$ cat src/rtl/tetris_pkg.sv
// Shared types and constants for the gameplay progress logic: FSM states,
// line-clear base scores and default level/score limits.
package tetris_pkg;

  typedef enum logic [1:0] {
    IDLE,
    PLAY,
    ADD,
    OVER
  } state_t;

  localparam int unsigned SCORE_1 = 40;
  localparam int unsigned SCORE_2 = 100;
  localparam int unsigned SCORE_3 = 300;
  localparam int unsigned SCORE_4 = 1200;

  localparam int unsigned MAX_LEVEL_DEFAULT       = 20;
  localparam int unsigned LINES_PER_LEVEL_DEFAULT = 10;
  localparam int unsigned SCORE_MAX_DEFAULT       = 999999;

  localparam int BASE_W  = 11;  // holds SCORE_4
  localparam int CNT_W   = 5;   // iteration count, covers MAX_LEVEL
  localparam int SCORE_W = 20;

  function automatic logic [BASE_W-1:0] base_score(input logic [2:0] n);
    case (n)
      3'd1:    return BASE_W'(SCORE_1);
      3'd2:    return BASE_W'(SCORE_2);
      3'd3:    return BASE_W'(SCORE_3);
      3'd4:    return BASE_W'(SCORE_4);
      default: return '0;
    endcase
  endfunction

  function automatic logic lines_valid(input logic [2:0] n);
    return (n >= 3'd1) && (n <= 3'd4);
  endfunction

endpackage

$ cat src/rtl/score_accum.sv
// Saturating repeated adder: on load, adds base to the running score once per
// cycle for count cycles; clear zeroes the score for a new game.
module score_accum
  import tetris_pkg::*;
#(
  parameter int unsigned SCORE_MAX = SCORE_MAX_DEFAULT
) (
  input  logic               clk,
  input  logic               rst_n,
  input  logic               clear,
  input  logic               load,
  input  logic [BASE_W-1:0]  base,
  input  logic [CNT_W-1:0]   count,
  output logic [SCORE_W-1:0] score,
  output logic               busy,
  output logic               done
);

  localparam logic [SCORE_W:0] LIMIT = SCORE_MAX[SCORE_W:0];

  logic [BASE_W-1:0] base_q;
  logic [CNT_W-1:0]  cnt_q;
  logic [SCORE_W:0]  sum;

  // One bit wider than the score so the overflow is visible to the compare.
  assign sum  = {1'b0, score} + {{(SCORE_W + 1 - BASE_W){1'b0}}, base_q};
  assign done = busy && (cnt_q == CNT_W'(1));

  // NOTE: sequential state uses non-blocking assignments so every register
  // sees the pre-edge value of the others, independent of statement order.
  always_ff @(posedge clk) begin
    if (!rst_n) begin
      score  <= '0;
      busy   <= 1'b0;
      base_q <= '0;
      cnt_q  <= '0;
    end else if (clear) begin
      score <= '0;
      busy  <= 1'b0;
      cnt_q <= '0;
    end else if (load && (count != '0)) begin
      base_q <= base;
      cnt_q  <= count;
      busy   <= 1'b1;
    end else if (busy) begin
      score <= (sum > LIMIT) ? LIMIT[SCORE_W-1:0] : sum[SCORE_W-1:0];
      cnt_q <= cnt_q - CNT_W'(1);
      if (cnt_q == CNT_W'(1)) busy <= 1'b0;
    end
  end

endmodule

$ cat src/rtl/level_ctrl.sv
// Gameplay progress tracker: converts accepted line-clear events into Level,
// Lines and Score; Level is held at 0 outside an active game to stop gravity.
module level_ctrl
  import tetris_pkg::*;
#(
  parameter int unsigned LINES_PER_LEVEL = LINES_PER_LEVEL_DEFAULT,
  parameter int unsigned MAX_LEVEL       = MAX_LEVEL_DEFAULT,
  parameter int unsigned SCORE_MAX       = SCORE_MAX_DEFAULT
) (
  input  logic        CLK_25M,
  input  logic        RST_N,
  input  logic        Start,
  input  logic        Game_Over,
  input  logic        Clear_Valid,
  input  logic [2:0]  Clear_Lines,
  output logic        Clear_Ready,
  output logic [31:0] Level,
  output logic [19:0] Score,
  output logic [15:0] Lines,
  output logic        Level_Up
);

  localparam logic [4:0]  LPL  = LINES_PER_LEVEL[4:0];
  localparam logic [31:0] MAXL = MAX_LEVEL;

  state_t            state_q, state_d;
  logic [31:0]       level_d;
  logic [15:0]       lines_d;
  logic [3:0]        lvl_cnt_q, lvl_cnt_d;
  logic              level_up_d;
  logic              ready_d;

  logic              acc_clear, acc_load, acc_busy, acc_done;
  logic [BASE_W-1:0] acc_base;
  logic [CNT_W-1:0]  acc_count;

  logic [16:0]       lines_sum;
  logic [4:0]        lvl_sum;

  assign lines_sum = {1'b0, Lines} + {14'b0, Clear_Lines};
  assign lvl_sum   = {1'b0, lvl_cnt_q} + {2'b0, Clear_Lines};

  always_ff @(posedge CLK_25M) begin
    if (!RST_N) begin
      state_q     <= IDLE;
      Level       <= '0;
      Lines       <= '0;
      lvl_cnt_q   <= '0;
      Level_Up    <= 1'b0;
      Clear_Ready <= 1'b0;
    end else begin
      state_q     <= state_d;
      Level       <= level_d;
      Lines       <= lines_d;
      lvl_cnt_q   <= lvl_cnt_d;
      Level_Up    <= level_up_d;
      Clear_Ready <= ready_d;
    end
  end

  // NOTE: every variable gets a default before the case so no path leaves it
  // unassigned, which would otherwise infer a latch.
  always_comb begin
    state_d    = state_q;
    level_d    = Level;
    lines_d    = Lines;
    lvl_cnt_d  = lvl_cnt_q;
    level_up_d = 1'b0;
    acc_clear  = 1'b0;
    acc_load   = 1'b0;
    acc_base   = base_score(Clear_Lines);
    acc_count  = Level[CNT_W-1:0];

    case (state_q)
      IDLE, OVER: begin
        level_d = '0;
        if (Start) begin
          state_d   = PLAY;
          level_d   = 32'd1;
          lines_d   = '0;
          lvl_cnt_d = '0;
          acc_clear = 1'b1;
        end
      end

      PLAY: begin
        if (Game_Over) begin
          state_d = OVER;
          level_d = '0;
        end else if (Clear_Valid && Clear_Ready && lines_valid(Clear_Lines)) begin
          // Score uses the pre-update level, already presented on acc_count.
          state_d  = ADD;
          acc_load = 1'b1;
          lines_d  = lines_sum[16] ? 16'hFFFF : lines_sum[15:0];
          if (lvl_sum >= LPL) begin
            lvl_cnt_d = 4'(lvl_sum - LPL);
            if (Level < MAXL) begin
              level_d    = Level + 32'd1;
              level_up_d = 1'b1;
            end
          end else begin
            lvl_cnt_d = lvl_sum[3:0];
          end
        end
      end

      ADD: begin
        // Game_Over is deliberately ignored until the score has settled.
        if (acc_done || !acc_busy) state_d = PLAY;
      end

      default: state_d = IDLE;
    endcase

    ready_d = (state_d == PLAY);
  end

  score_accum #(
    .SCORE_MAX(SCORE_MAX)
  ) u_score_accum (
    .clk  (CLK_25M),
    .rst_n(RST_N),
    .clear(acc_clear),
    .load (acc_load),
    .base (acc_base),
    .count(acc_count),
    .score(Score),
    .busy (acc_busy),
    .done (acc_done)
  );

endmodule
$ cat config.mk
export PLATFORM = sky130hd
export DESIGN_NAME = level_ctrl
export DESIGN_NICKNAME = d
export VERILOG_FILES = /design/src/rtl/tetris_pkg.sv /design/src/rtl/score_accum.sv /design/src/rtl/level_ctrl.sv
export SDC_FILE = /design/constraint.sdc
export NUM_CORES = 1
export LEC_CHECK = 0
export ABC_AREA = 1
export CELL_PAD_IN_SITES_DETAIL_PLACEMENT = 2
export CELL_PAD_IN_SITES_GLOBAL_PLACEMENT = 2
export CORE_MARGIN = 8
export CORE_UTILIZATION = 27
export DETAILED_ROUTE_END_ITERATION = 7
export GPL_ROUTABILITY_DRIVEN = 0
export HOLD_SLACK_MARGIN = 0.02
export PLACE_DENSITY_LB_ADDON = 0.1
export SYNTH_ARGS = -nofsm -noshare
export SYNTH_HDL_FRONTEND = slang
export SYNTH_SLANG_ARGS = --single-unit
$ cat constraint.sdc
create_clock -name CLK_25M -period 2.25 [get_ports CLK_25M]
set_input_delay 0.3375 -clock CLK_25M [delete_from_list [all_inputs] [get_ports CLK_25M]]
set_output_delay 0.3375 -clock CLK_25M [all_outputs]
set_load 0.05 [all_outputs]
Word-level counts from Yosys, hierarchy flattened

Cells that the tools add are included.

Memories kept: 0
RAM bits: 0
Latch bits: 0
Input port bits: 8
Flip-flop bits (word level): 93
Logic and storage cells: 94
ROM bits: 0

Multiply operators: 0
Muxes and demuxes: 34
Bitwise gates (word level): 6
Div/mod/pow operators: 0
Shift operators: 0
Add/subtract/negate cells: 6
Eq/ne operators: 15
Order comparisons: 5
Reductions and logical operators: 18

Operators by type and width:

| kind                                                                               | number |
|---|---|
| 32-bit 2-to-1 mux                                                                  | 4 |
| 16-bit 2-to-1 mux                                                                  | 4 |
| 32-bit case mux with 2 select lines                                                | 1 |
| 11-bit case mux with 4 select lines                                                | 1 |
| 32-bit by 1-bit adder with 32-bit output (second input constant)                   | 1 |
| 32-bit by 5-bit < comparator with 1-bit output (second input constant)             | 1 |
| 16-bit case mux with 2 select lines                                                | 1 |
| 20-bit by 11-bit adder with 21-bit output                                          | 1 |
| 21-bit by 20-bit greater-than comparator with 1-bit output (second input constant) | 1 |
| 20-bit 2-to-1 mux                                                                  | 1 |
| 16-bit by 3-bit adder with 17-bit output                                           | 1 |
| 4-bit 2-to-1 mux                                                                   | 4 |
| 1-bit 2-to-1 mux                                                                   | 10 |
| 5-bit 2-to-1 mux                                                                   | 2 |
| 3-bit != test (second input constant)                                              | 3 |
| 2-bit 2-to-1 mux                                                                   | 4 |
| 4-bit case mux with 2 select lines                                                 | 1 |
| 4-bit AND reduction                                                                | 2 |
| 3-bit by 2-bit == test with 1-bit output (second input constant)                   | 2 |
| 2-bit != test (second input constant)                                              | 3 |
| 1-bit inverter                                                                     | 6 |
| 2-bit case mux with 3 select lines                                                 | 1 |
| 4-bit by 3-bit adder with 5-bit output                                             | 1 |
| 5-bit by 1-bit == test with 1-bit output (second input constant)                   | 1 |
| other kinds (18)                                                                   | 27 |

Longest topological paths before layout

Gate-level depths: netlist of the first run.

Word-level depth: 9
Depth in mapped cells: 18

Modules after synthesis

A second synthesis of the first run with hierarchy kept.

Cells, all modules: 851
Area, all modules: 5,710.5 um^2

Modules (own cells, without submodules):

| module      | cells each | sequential area each (um^2) | area each (um^2) | times used |
|---|---|---|---|---|
| score_accum | 457        | 740.7                       | 2,860.2          | 1 |
| level_ctrl  | 394        | 1,121.1                     | 2,850.2          | 1 |

Worst setup path after synthesis of the first run

OpenSTA, ideal clock, no wires.

Path type: reg2reg
Start point: reg Lines[0]
End point: reg Lines[10]
Path buffers: 0
Setup slack: -0.372 ns
Data arrival time: 2.552 ns
Stages on the path, launching flop included: 15
Path through: dfxtp_1 -> ha_1 -> inv_1 -> fa_1 -> inv_1 -> nand2_1 -> nand2_1 -> inv_1 -> nor3_2 -> nand3_1 -> nor3_1 -> nand3_1 -> nor2_1 -> o21ai_0 -> a21oi_1

Word-level cells in the longest chain between the ends: 5

RTL lines:

| what                                     | line             | RTL |
|---|---|---|
| start: declaration                       | level_ctrl.sv:19 | `output logic [15:0] Lines,` |
| start signal: assignment                 | level_ctrl.sv:54 | `Lines <= lines_d;` |
| 16-bit by 3-bit adder with 17-bit output | level_ctrl.sv:40 | `assign lines_sum = {1'b0, Lines} + {14'b0, Clear_Lines};` |
| 16-bit 2-to-1 mux                        | level_ctrl.sv:94 | `lines_d = lines_sum[16] ? 16'hFFFF : lines_sum[15:0];` |
| 16-bit 2-to-1 mux                        | level_ctrl.sv:90 | `end else if (Clear_Valid && Clear_Ready && lines_valid(Clear_Lines)) begin` |
| 16-bit 2-to-1 mux                        | level_ctrl.sv:87 | `if (Game_Over) begin` |
| 16-bit case mux with 2 select lines      | level_ctrl.sv:74 | `case (state_q)` |

No other way between the ends. The select of a mux whose other input is x is not followed.
A chain may end at the register's enable or synchronous reset.

Worst setup path in the final report of the first run

Start point: reg u_score_accum.score[2]
End point: reg u_score_accum.score[7]

Word-level cells in the longest chain between the ends: 3

RTL lines:

| what                                                       | line              | RTL |
|---|---|---|
| start: declaration                                         | score_accum.sv:14 | `output logic [SCORE_W-1:0] score,` |
| start signal: assignment                                   | score_accum.sv:46 | `score <= (sum > LIMIT) ? LIMIT[SCORE_W-1:0] : sum[SCORE_W-1:0];` |
| 20-bit by 11-bit adder with 21-bit output *                | score_accum.sv:26 | `assign sum = {1'b0, score} + {{(SCORE_W + 1 - BASE_W){1'b0}}, base_q};` |
| 21-bit by 20-bit greater-than comparator with 1-bit output | score_accum.sv:46 |  |
| 20-bit 2-to-1 mux *                                        | score_accum.sv:46 |  |

Mark *: on every way between the ends. The rest lies on a longest branch, timed or not.

==> reports/summary.txt, run 1 <==
Post-route cell area -> 8290 µm²
Clk_lat worst skew -> 350 ps
Cell Chain, Critical Path -> ha_4 > inv_2 > fa_2 > inv_2 > nand2_4 > nand2_2 > nand3b_1 > nand2_2 > nand2_2 > nand2_1 > nand2_1 > nand2_1 > nand3_2 > inv_2 > nand3_4 > buf_8 > nand3_2 > a21oi_1
Count of flip-flops with a built-in enable after synthesis -> 0
Mapped Area -> 5050 µm²
Int Pwr -> 2.72 mW
Detailed Route WL -> 22900 µm
Mean Syn Cell Area -> 6.66 µm²
Reg2reg start -> u_score_accum.score[2]$_SDFFE_PP0P_
Fin crit share -> 109%
Via Count -> 5857
GRT Total Usage -> 19.1%
Max cap viols -> 0
Fmax -> 0.409 GHz
RSZ-0062 raised after global routing -> yes
Final hold vios -> 0
FP Rows -> 50
Setup ws final -> -193 ps
Ys flop type -> dfxtp_1
Final Power -> 3.90 mW
Netlist cell types -> 45
PortBufs -> 77
Mean routed wirelength per cell -> 19.0 µm
CTS H-tree depth -> 3
Sequential share of the synthesized area -> 34.5%
Share of layout cells above drive strength 1 -> 34.5%
DP HPWL -> 15200 µm
Layout Cells excl Fill -> 1202
Hold path start -> Level[16]$_SDFFE_PN0P_
Slowest-stage cell, CP -> dfxtp_4
Die Wd -> 153 µm
Lkg Pwr -> 3.68 nW
Synthesized instance count -> 759
Largest net degree at the start of global routing -> 57
Dpl cells -> 1157
Starting DRT DRC Count -> 145
Worst hold endpoint -> Level[16]$_SDFFE_PN0P_
Seq pwr share -> 40.1%
Hold path cells -> 2
Ports -> 78
Outcome -> finished, violations left
Cts bufs inserted -> 9
Period minus WS final -> 2440 ps
Type of the most critical hold path -> reg2reg
Worst R2R End -> u_score_accum.score[7]$_SDFFE_PP0P_
DR pass1 iterations -> 4
Worst path max stage delay -> 370 ps
Final Skew -> 11.4 ps
Diode count -> 0
Net Sw Power -> 1.18 mW
Cts hold-fix bufs -> 0
Yosys Warn Count -> 0
Rel. slew slack -> 45.3%
CTS tree -> built
Final slew viol count -> 0
Clock power share -> 42.2%
Initial Util -> 27.3%
Max Fanout on Critical Path -> 8
DRT antenna net count -> 0
Sw Ratio -> 30.2%
CTS Sinks -> 87
Violated checks -> setup timing
First-pass GRT wire length -> 35900 µm
Final core occ -> 44.8%
Least-Margin Pin Slew -> 820 ps
Crit path max-delay family -> simple AND/OR/NAND/NOR gates
Comb pwr share -> 17.7%
DP Area -> 6920 µm²
Core area -> 18500 µm²
Worst Setup Start Kind -> flop
Initial antenna violation count -> 0
Reg2Reg Setup Slack -> -190 ps
CTS max path bufs -> 2
Worst setup path category -> reg2reg
Via-to-Cell Ratio -> 4.87
Crit path buf inv count -> 4
Worst hold slack -> 468 ps
Count of nets after finishing -> 995
Overflow after GRT -> 0
Clk slew on worst S/H paths -> 80 ps
Full die area -> 23300 µm²
Final setup fails -> 56
Drt drc -> 0
Die H -> 153 µm
FF-to-FF path depth -> 18
Syn_nets -> 791
VDD IR max -> 0.368 mV
CP Capture Type -> flop
Root buffer cell -> clkbuf_16
PD cells -> 470 nW/µm²
Post-synth ARST share -> 0%
Number of global-route vias before repair -> 6791
Synth-to-Final Area Change -> 64.2%
WP data arrival -> 2630 ps
Number of synthesized register bits -> 87
Worst endpoint required time -> 2440 ps
[registers in the layout, indices dropped and copies added (netlist names), 2 cells and up]
signal and flops:
state_q 2, u_score_accum.score 19, Level 32, u_score_accum.base_q 6, u_score_accum.cnt_q 5, Lines 16, lvl_cnt_q 4
[layer usage]
layer	part of all wire (%)	track usage, %
met5	0	0
met3	3.4	4.14
met2	54	36.9
met1	40	20.1
met4	2.4	6.13
[cells in the mapped netlist (4+ instances only)]
library cell  number  share of area [%]
nand4_1            7               0.87
xnor2_1            5               0.87
nor2_2             4               0.50
nor4_1             5               0.62
inv_1            120                8.9
nand2_1          188                 14
xor2_1             8                1.4
dfxtp_1           87                 34
o21ai_0           33                3.3
inv_2              5               0.37
o22ai_1            4               0.50
a21oi_1           60                5.9
nand3_1           50                5.0
buf_4              4               0.59
nand3b_1           5               0.74
nor2_1            77                5.7
ha_1              21                5.2
clkbuf_1          11               0.82
nor3_1            19                1.9
[metrics by stage]
stage | setup WS, ps | TNS [ps]
after global placement | -646 | -39100
after floorplan | -18.5 | -172
after detailed placement | -792 | -47400
final | -193 | -5660
after global routing | -321 | -13400
after CTS | -263 | -8420
[worst min-delay path, stage by stage, from the launching register on]
cell     delay (ps)
dfxtp_1         340
nand2_2          60
nor2_1           30
[worst max path at each step]
| stage | cells past startpoint | slack [ps] | startpoint | to |
|---|---|---|---|---|
| 5_1_grt | 14 | -320 | u_score_accum.base_q[5]$_SDFFE_PN0P_ | u_score_accum.score[8]$_SDFFE_PP0P_ |
| 3_3_place_gp | 16 | -650 | Clear_Lines[0] | Level[10]$_SDFFE_PN0P_ |
| 4_1_cts | 18 | -260 | u_score_accum.base_q[2]$_SDFFE_PN0P_ | u_score_accum.score[6]$_SDFFE_PP0P_ |
| 6_report | 18 | -190 | u_score_accum.score[2]$_SDFFE_PP0P_ | u_score_accum.score[7]$_SDFFE_PP0P_ |
| 2_1_floorplan | 17 | -20 | u_score_accum.score[2]$_SDFFE_PP0P_ | u_score_accum.score[16]$_SDFFE_PP0P_ |
| 3_5_place_dp | 16 | -790 | Clear_Lines[0] | Level[8]$_SDFFE_PN0P_ |
[cell usage in the layout (no fill, tap or decap), types with 5 or more instances in the layout]
cell               n
ha_1              11
nand3b_1           5
nor4_1             5
dfxtp_1           75
a21oi_2           17
buf_4            113
clkdlybuf4s50_1   74
nor2_4             7
inv_1            107
nand2_2           32
nand4_1            7
nand3_2           15
dfxtp_2            7
o21ai_1           13
nor2_2            11
nand2_1          146
nor2_1            66
o21ai_0            8
nand3_4            5
nand3_1           36
a21oi_1           43
nand2_4           14
o21ai_2           14
dfxtp_4            5
buf_6             11
inv_2             15
xnor2_1            5
ha_4              10
nor3_2             6
nor3_4            13
clkbuf_16          9
xor2_1             7
buf_12             7
[power groups by stage]
stage | logic, mW | clock network (mW) | registers [mW]
2_1_floorplan | 0.207 | 0 | 1.63
3_3_place_gp | 0.418 | 0 | 1.60
3_5_place_dp | 0.436 | 0 | 1.60
4_1_cts | 0.639 | 1.68 | 1.57
5_1_grt | 0.733 | 1.75 | 1.57
6_report | 0.689 | 1.65 | 1.57
[what timing repair did]
action | in CTS | in global routing
cloned | 3 | 0
gates resized for setup | 134 | 111
pin swaps | 43 | 53
setup endpoints to repair | 71 | 82
endpoints found under the hold margin | 0 | 0
buffers inserted | 23 | 15
[cell families after synthesis]
family          count (synthesis)  share of synthesized area (%)
compound gates                117                           12.7
xor+xnor                       13                           2.25
fa+ha+maj                      24                           6.39
buf+inv                       144                           11.2
flops                          87                           34.5
mux                             1                          0.198
simple gates                  373                           32.8
[area by class of cell]
type,count,area (µm²)
Sequential cell,87,1770
Clock buffer,9,225
Timing Repair Buffer,211,1930
Inverter,125,482
Multi-Input combinational cell,529,3510
Tap cell,234,293
Clock inverter,7,87.6
Fill cell,2107,10200
(Power assumes the default switching activity.)
==> inputs of run 2 (changes only) <==
- GPL_TIMING_DRIVEN: not set -> 1
==> results of run 2 <==
The final DEF is identical to that of run 1; final timing and power are the same.
